File: src/rtl/clint_pkg.sv
// Shared definitions for the core-local interruptor: register offsets, bus FSM states
// and the byte-lane merge used by every writable register.
package clint_pkg;

  localparam int unsigned CLINT_MSIP        = 32'h00;
  localparam int unsigned CLINT_MTIMECMP_LO = 32'h08;
  localparam int unsigned CLINT_MTIMECMP_HI = 32'h0C;
  localparam int unsigned CLINT_MTIME_LO    = 32'h10;
  localparam int unsigned CLINT_MTIME_HI    = 32'h14;

  typedef enum logic {IDLE, RESP} clint_state_t;

  function automatic logic [31:0] byte_merge(input logic [31:0] old_val,
                                             input logic [31:0] new_val,
                                             input logic [3:0]  be);
    logic [31:0] res;
    for (int i = 0; i < 4; i++) begin
      res[8*i +: 8] = be[i] ? new_val[8*i +: 8] : old_val[8*i +: 8];
    end
    return res;
  endfunction

endpackage

File: src/rtl/clint_mtime_counter.sv
// Prescaled 64-bit machine timer. A bus write to either half wins over a coincident tick.
module clint_mtime_counter
  import clint_pkg::*;
#(
  parameter int unsigned PRESCALE = 1
) (
  input  logic        clk_i,
  input  logic        rst_ni,
  input  logic        wr_lo_i,
  input  logic        wr_hi_i,
  input  logic [31:0] wdata_i,
  input  logic [3:0]  byte_en_i,
  output logic [63:0] mtime_o,
  output logic [63:0] mtime_next_o
);

  logic [31:0] presc_q, presc_d;
  logic [63:0] mtime_q, mtime_d;
  logic        tick;

  always_comb begin
    tick    = (presc_q == 32'(PRESCALE - 1));
    presc_d = tick ? 32'd0 : presc_q + 32'd1;

    mtime_d = mtime_q;
    if (wr_lo_i) mtime_d[31:0]  = byte_merge(mtime_q[31:0], wdata_i, byte_en_i);
    if (wr_hi_i) mtime_d[63:32] = byte_merge(mtime_q[63:32], wdata_i, byte_en_i);
    // Tick is dropped when software rewrites mtime; prescaler keeps its phase.
    if (!(wr_lo_i || wr_hi_i) && tick) mtime_d = mtime_q + 64'd1;
  end

  always_ff @(posedge clk_i or negedge rst_ni) begin
    if (!rst_ni) begin
      presc_q <= '0;
      mtime_q <= '0;
    end else begin
      presc_q <= presc_d;
      mtime_q <= mtime_d;
    end
  end

  assign mtime_o      = mtime_q;
  assign mtime_next_o = mtime_d;

endmodule

File: src/rtl/priv_1_11_clint.sv
// Core-local interruptor: bus slave for msip/mtimecmp/mtime, raising machine timer and
// software interrupts plus clear pulses for the privilege logic.
module priv_1_11_clint
  import clint_pkg::*;
#(
  parameter int unsigned PRESCALE = 1,
  parameter int unsigned ADDR_W   = 5
) (
  input  logic              CLK,
  input  logic              nRST,
  input  logic              ren,
  input  logic              wen,
  input  logic [ADDR_W-1:0] addr,
  input  logic [31:0]       wdata,
  input  logic [3:0]        byte_en,
  output logic [31:0]       rdata,
  output logic              busy,
  output logic [63:0]       mtime_out,
  output logic              timer_int_m,
  output logic              soft_int_m,
  output logic              clear_timer_int_m,
  output logic              clear_soft_int_m
);

  clint_state_t state_q, state_d;
  logic [63:0]  mtimecmp_q, mtimecmp_d;
  logic         msip_q, msip_d;
  logic         timer_q, timer_d;
  logic         clr_timer_q, clr_timer_d;
  logic         clr_soft_q, clr_soft_d;
  logic [63:0]  mtime_next;
  logic         ack, wr;
  logic         sel_msip, sel_cmp_lo, sel_cmp_hi, sel_mt_lo, sel_mt_hi;

  assign ack        = (state_q == RESP);
  assign wr         = ack && wen;
  assign sel_msip   = (addr == ADDR_W'(CLINT_MSIP));
  assign sel_cmp_lo = (addr == ADDR_W'(CLINT_MTIMECMP_LO));
  assign sel_cmp_hi = (addr == ADDR_W'(CLINT_MTIMECMP_HI));
  assign sel_mt_lo  = (addr == ADDR_W'(CLINT_MTIME_LO));
  assign sel_mt_hi  = (addr == ADDR_W'(CLINT_MTIME_HI));

  clint_mtime_counter #(
    .PRESCALE(PRESCALE)
  ) u_mtime (
    .clk_i       (CLK),
    .rst_ni      (nRST),
    .wr_lo_i     (wr && sel_mt_lo),
    .wr_hi_i     (wr && sel_mt_hi),
    .wdata_i     (wdata),
    .byte_en_i   (byte_en),
    .mtime_o     (mtime_out),
    .mtime_next_o(mtime_next)
  );

  always_comb begin
    state_d    = (state_q == IDLE && (ren || wen)) ? RESP : IDLE;
    mtimecmp_d = mtimecmp_q;
    msip_d     = msip_q;
    if (wr && sel_cmp_lo) mtimecmp_d[31:0]  = byte_merge(mtimecmp_q[31:0], wdata, byte_en);
    if (wr && sel_cmp_hi) mtimecmp_d[63:32] = byte_merge(mtimecmp_q[63:32], wdata, byte_en);
    if (wr && sel_msip && byte_en[0]) msip_d = wdata[0];
    // Compare next-state values so the interrupt tracks the edge that changes either side.
    timer_d     = (mtime_next >= mtimecmp_d);
    clr_timer_d = timer_q && !timer_d;
    clr_soft_d  = msip_q && !msip_d;
  end

  always_ff @(posedge CLK or negedge nRST) begin
    if (!nRST) begin
      state_q     <= IDLE;
      mtimecmp_q  <= '1;
      msip_q      <= 1'b0;
      timer_q     <= 1'b0;
      clr_timer_q <= 1'b0;
      clr_soft_q  <= 1'b0;
    end else begin
      state_q     <= state_d;
      mtimecmp_q  <= mtimecmp_d;
      msip_q      <= msip_d;
      timer_q     <= timer_d;
      clr_timer_q <= clr_timer_d;
      clr_soft_q  <= clr_soft_d;
    end
  end

  always_comb begin
    rdata = '0;
    if (ack) begin
      if (sel_msip)   rdata = {31'd0, msip_q};
      if (sel_cmp_lo) rdata = mtimecmp_q[31:0];
      if (sel_cmp_hi) rdata = mtimecmp_q[63:32];
      if (sel_mt_lo)  rdata = mtime_out[31:0];
      if (sel_mt_hi)  rdata = mtime_out[63:32];
    end
  end

  assign busy              = !ack;
  assign timer_int_m       = timer_q;
  assign soft_int_m        = msip_q;
  assign clear_timer_int_m = clr_timer_q;
  assign clear_soft_int_m  = clr_soft_q;

endmodule

File: config.mk
export PLATFORM = sky130hd
export DESIGN_NAME = priv_1_11_clint
export DESIGN_NICKNAME = d
export VERILOG_FILES = /design/src/rtl/clint_pkg.sv /design/src/rtl/clint_mtime_counter.sv /design/src/rtl/priv_1_11_clint.sv
export SDC_FILE = /design/constraint.sdc
export NUM_CORES = 1
export LEC_CHECK = 0
export ABC_AREA = 1
export CORE_ASPECT_RATIO = 1.25
export CORE_MARGIN = 10
export CORE_UTILIZATION = 58
export DETAILED_ROUTE_END_ITERATION = 6
export GPL_ROUTABILITY_DRIVEN = 0
export PLACE_DENSITY = 0.8
export SLEW_MARGIN = 25
export SYNTH_ARGS = -nofsm -noshare
export SYNTH_HDL_FRONTEND = slang
export SYNTH_SLANG_ARGS = --single-unit
File: constraint.sdc
create_clock -name CLK -period 3.6 [get_ports CLK]
set_input_delay 0.36 -clock CLK [delete_from_list [all_inputs] [get_ports CLK]]
set_output_delay 0.36 -clock CLK [all_outputs]
set_load 0.1 [all_outputs]
Word level (Yosys, flattened, before mapping)

Index checks and enable logic that the tools add are counted.

Bits of input ports: 45
Flip-flop bits (word level): 165
Word-level logic and storage cells: 65

$add $sub $neg: 2
Reductions and logical operators: 19
Equality and inequality tests: 4
Order comparisons: 1
Mux-type cells: 30
Bitwise logic cells: 1

Operator list:

| cell                  | number |
|---|---|
| $mux 32               | 10 |
| $mux 8                | 16 |
| $add 64x1->64 const B | 1 |
| $ge 64x64->1          | 1 |
| $mux 64               | 1 |
| $add 32x1->32 const B | 1 |
| $logic_not 32->1      | 1 |
| $logic_and 1x1->1     | 11 |
| $eq 5x4->1 const B    | 2 |
| $eq 5x5->1 const B    | 2 |
| $logic_not 5->1       | 1 |
| $logic_not 1->1       | 4 |
| $mux 1                | 3 |
| $logic_or 1x1->1      | 2 |
| $not 1->1             | 1 |

Depth between registers and ports, before layout

Depth in word-level cells: 9
Mapped depth: 26
Depth with buffers taken out: 26

Modules after synthesis

Synthesis repeated with hierarchy kept, for this count alone.

Cell total of the unflattened synthesis: 1,846
Area total of the unflattened synthesis: 12,538.3 µm²

By module, submodules not included:

| module              | area each (µm²) | cells each | times used | sequential area each (µm²) |
|---|---|---|---|---|
| clint_mtime_counter | 6,939.2         | 1,101      | 1          | 2,402.3 |
| priv_1_11_clint     | 5,599.1         | 745        | 1          | 1,806.7 |

Least setup slack after synthesis

OpenSTA, ideal clock, no wires.

Path type: register to register
Start: register u_mtime.mtime_q[0], in the netlist u_mtime.mtime_o[0]
End: register clr_timer_q, in the netlist clear_timer_int_m
Library setup time: 0.119 ns
Path slack: 0.117 ns
Arrival: 3.363 ns
Buffers on the path: 0
Data required time: 3.481 ns
Stages on the path, launching flop included: 21
Cell sequence: dfrtp_1 ha_1 nand3_2 nor2_2 inv_2 nor2_1 nand2_1 inv_1 nand3_1 nand2_1 mux2i_1 ha_1 nand4_1 nor3_1 nand2_1 nor2_1 nand2_1 nand2_1 nor2_1 nand2_1 nor2_1

Elaborated cells between the ends (all ways): 7

RTL lines:

| element                  | line                      | text |
|---|---|---|
| start: declaration       | clint_mtime_counter.sv:18 | `logic [63:0] mtime_q, mtime_d;` |
| start signal: assignment | clint_mtime_counter.sv:38 | `mtime_q <= mtime_d;` |
| $add 64x1->64            | clint_mtime_counter.sv:29 | `if (!(wr_lo_i \|\| wr_hi_i) && tick) mtime_d = mtime_q + 64'd1;` |
| $mux 64                  | clint_mtime_counter.sv:29 |  |
| net mtime_next[62]       | priv_1_11_clint.sv:31     | `logic [63:0] mtime_next;` |
| $ge 64x64->1             | priv_1_11_clint.sv:64     | `timer_d = (mtime_next >= mtimecmp_d);` |
| net timer_d              | priv_1_11_clint.sv:28     | `logic timer_q, timer_d;` |
| $logic_not 1->1          | priv_1_11_clint.sv:65     | `clr_timer_d = timer_q && !timer_d;` |
| $logic_and 1x1->1        | priv_1_11_clint.sv:65     |  |
| net clr_timer_d          | priv_1_11_clint.sv:29     | `logic clr_timer_q, clr_timer_d;` |
| end signal: assignment   | priv_1_11_clint.sv:82     | `clr_timer_q <= clr_timer_d;` |
| end: declaration         | priv_1_11_clint.sv:29     |  |

The timed path passes the listed nets, and every way through them passes these cells.

Final worst setup path

Start: input addr[2]
End: register clr_timer_q, in the netlist clear_timer_int_m

Word-level cells in the longest chain between the ends: 9
Elaborated cells between the ends (all ways): 19

RTL lines:

| element                                     | line                                         | text |
|---|---|---|
| start: declaration                          | priv_1_11_clint.sv:13                        | `input logic [ADDR_W-1:0] addr,` |
| $eq 5x5->1, on equally long branches        | priv_1_11_clint.sv:40, priv_1_11_clint.sv:41 |  |
| $logic_and 1x1->1, on equally long branches | priv_1_11_clint.sv:48, priv_1_11_clint.sv:49 |  |
| $logic_or 1x1->1                            | clint_mtime_counter.sv:29                    |  |
| $logic_not 1->1                             | clint_mtime_counter.sv:29                    |  |
| $logic_and 1x1->1                           | clint_mtime_counter.sv:29                    |  |
| $mux 64 *                                   | clint_mtime_counter.sv:29                    |  |
| net mtime_next[13]                          | priv_1_11_clint.sv:31                        |  |
| $ge 64x64->1 *                              | priv_1_11_clint.sv:64                        |  |
| net timer_d                                 | priv_1_11_clint.sv:28                        |  |
| $logic_not 1->1 *                           | priv_1_11_clint.sv:65                        |  |
| $logic_and 1x1->1 *                         | priv_1_11_clint.sv:65                        |  |
| net clr_timer_d                             | priv_1_11_clint.sv:29                        |  |

The timed path passes the listed nets; every way through them passes the cells marked *.

==> flow_summary.ini <==
[synthesis]
synth_warnings = 0
synthDistinctLibCells = 51
ys.flop_type = dfrtp_1
synth_nets = 1875
avgSynthCellArea_um2 = 7.142
synth_seq_cells = 165
synth_edf_count = 0
ys_seq_area_share_pct = 33.43
syn-cell-area_um2 = 12590
synth-async-reset-ratio_pct = 100.0
postSynthCellCount = 1763

[die]
initial_core_util_pct = 58.65
die_w_um = 151.8
rows = 60
dieHeight_um = 184.7
die_area_um2 = 28040
ioPinCount = 146
core_um2 = 21470

[placed_design]
placement.cell_area_um2 = 15010
dpl.hpwl_mm = 35.93
dp_slack_ps = -121.1
numPortBuffers = 145

[finish]
mostFrequentLayoutCell = nand2_1
final_cell_mix = 346 x nand2_1, 317 x inv_1, 170 x nor2_1
area_growth_pct = 24.03
n_fill_cell = 1762
design_area_um2 = 15620
drive_gt1_share_pct = 13.54
nNetsFinal = 2056
final_core_util_pct = 72.74

[cts]
cts_buffers = 17
clock_latency_ps = 460
clk_path_buf_depth = 2
cts_tree = built
cts.sink_count = 165
cts_max_level = 4
clkTransAtPathRegs_ps = 70
postCtsSetupBuffers = 0
cts-root-buf = clkbuf_16

[route]
via_per_inst = 6.219
drt_iter0_markers = 2048
vias = 13910
wl_mm = 47.64
drtPass1Iterations = 6
detail-route-antenna-nets = 0
drcViolationCount = 0
wl_per_cell_um = 21.30

[critical_path]
end_kind = flip-flop
arrival_ps = 3850
ff2ff_setup_slack_ps = 160
crit_fanout = 21
required_ps = 3950
start_kind = input port
worstSetupPathType = input port to flip-flop

[power]
leakagePower_nw = 7.573
peakVddDrop_mv = 0.3764
p_sw_w = 0.003035
powerDensity_nw_per_um2 = 434.3
combPwrFrac_pct = 38.1
p_sw_share_pct = 44.75
internal-power_w = 0.003748
clockPowerShare_pct = 26.6
power.share.sequential_pct = 35.3
p_total_w = 0.006783

[global_routing]
antenna_found_initial = 0
grt_max_degree = 66
grt_pass1_wl_mm = 74.57
overflow = 0
grt_pass1_vias = 13850
grt.total_usage_pct = 34.13

[job]
cap_violations = 0

[timing]
worst-slew-pin-transition_ps = 1021
final.setup.tns_ps = 0
hold_viol_final = 0
maxSlewViolCount = 0
setup_ws_ps = 95.40
finalCriticalPeriod_ps = 3505
fin_crit_sh_pct = 97.35
rsz0062_at_grt = false
slew_headroom_pct = 31.72
finalClockSkew_ps = 15.24
setup_viol = 0
max_freq_ghz = 0.2853

[status]
outcome = finished clean

[min_path]
min_path_type = input port to asynchronous set/reset pin
[flip-flops by register name, indices dropped and copies added, names as in the netlist]
register / flops
mtimecmp_q: 64
u_mtime.mtime_o: 64
u_mtime.presc_q: 32
ack: 1
clear_soft_int_m: 1
clear_timer_int_m: 1
soft_int_m: 1
timer_int_m: 1
[critical path, cell delays in order]
cell	delay (ps)
clkdlybuf4s50_1	560
inv_1	140
nand3_4	120
nor2_4	50
inv_2	390
nand4_1	230
buf_12	220
a21oi_1	190
a21oi_1	120
ha_1	330
nand4_1	160
nor2_1	280
nand3_1	220
nor2_1	140
nor2_1	70
nand2_1	70
nand2_1	50
nand2_1	80
nor2_1	40
[power groups by stage]
stage	clock [W]	combinational [W]	sequential, W
5_1_grt	0.00189	0.00276	0.00241
3_3_place_gp	0	0.00248	0.00240
2_1_floorplan	0	0.000990	0.00309
4_1_cts	0.00180	0.00256	0.00237
6_report	0.00181	0.00258	0.00239
3_5_place_dp	0	0.00253	0.00240
[timing repair]
action | in CTS | in global routing
hold endpoints to repair | 39 | 0
pin swaps | 0 | 1
resized for setup | 1 | 12
setup endpoints to repair | 1 | 2
hold buffers | 1 | 0
[metrics by stage]
| stage | std cells | hold slack, ps |
|---|---|---|
| floorplan | 1763 | 64.41 |
| global placement | 2203 | 371.9 |
| detailed placement | 2203 | 375.6 |
| CTS | 2236 | 464.4 |
| global route | 2236 | 478.8 |
| finish | 2237 | 444.3 |
[final timing paths]
path	start	end	cells past startpoint
worst max-delay path	addr[2]	clear_timer_int_m	19
worst min-delay path	nRST	u_mtime.mtime_o[9]	2
worst max register to register	u_mtime.mtime_o[27]	clear_timer_int_m	19
worst min register to register	u_mtime.presc_q[30]	u_mtime.presc_q[30]	2
max in group asynchronous	nRST	u_mtime.mtime_o[16]	3
min in group CLK	ren	ack	3
[area by class of cell]
class,instances,area [µm²],share of cell area (%)
clock buffers,17,425.4,2.724
inverters,328,1234,7.899
multi-input cells,1223,6945,44.47
clock inverters,15,138.9,0.8893
diodes,1,2.502,0.01602
flip-flops and latches,165,4217,27.00
well taps,279,349.1,2.235
repair buffers,209,2306,14.77
[metal layers]
metal  vias to the layer above  track usage, %  share of wire, %
met2                       998           53.71                46
li1                       6166               -                 -
met1                      6468           40.51                36
met3                       280           8.589                11
met5                         -               0                 0
met4                         0           21.73               6.9
[cells in the mapped netlist (41+ instances only)]
cell type	count	area, µm²
nand2_1	346	1299
inv_1	317	1190
nor2_1	173	649.4
o21ai_0	118	590.6
dfrtp_1	101	2527
a21oi_1	80	400.4
ha_1	67	838.3
dfstp_2	64	1682
nand3_1	57	285.3
xor2_1	56	490.5
o22ai_1	50	312.8
nor3_1	46	230.2
nand4_1	41	256.5
[logic make-up (layout without fill, tap and decap cells)]
group | Yosys count | count (layout) | share of synthesized area (%)
AOI/OAI and AO/OA | 345 | 345 | 16.33
muxes | 17 | 17 | 1.351
and+or+nand+nor | 729 | 729 | 26.08
buffers and inverters | 375 | 569 | 11.64
xor gates and xnor gates | 65 | 65 | 4.521
DFF | 165 | 165 | 33.43
adders and majority gates | 67 | 67 | 6.657
other | 0 | 1 | 0
Note: power is estimated with default switching activity, not from simulation.
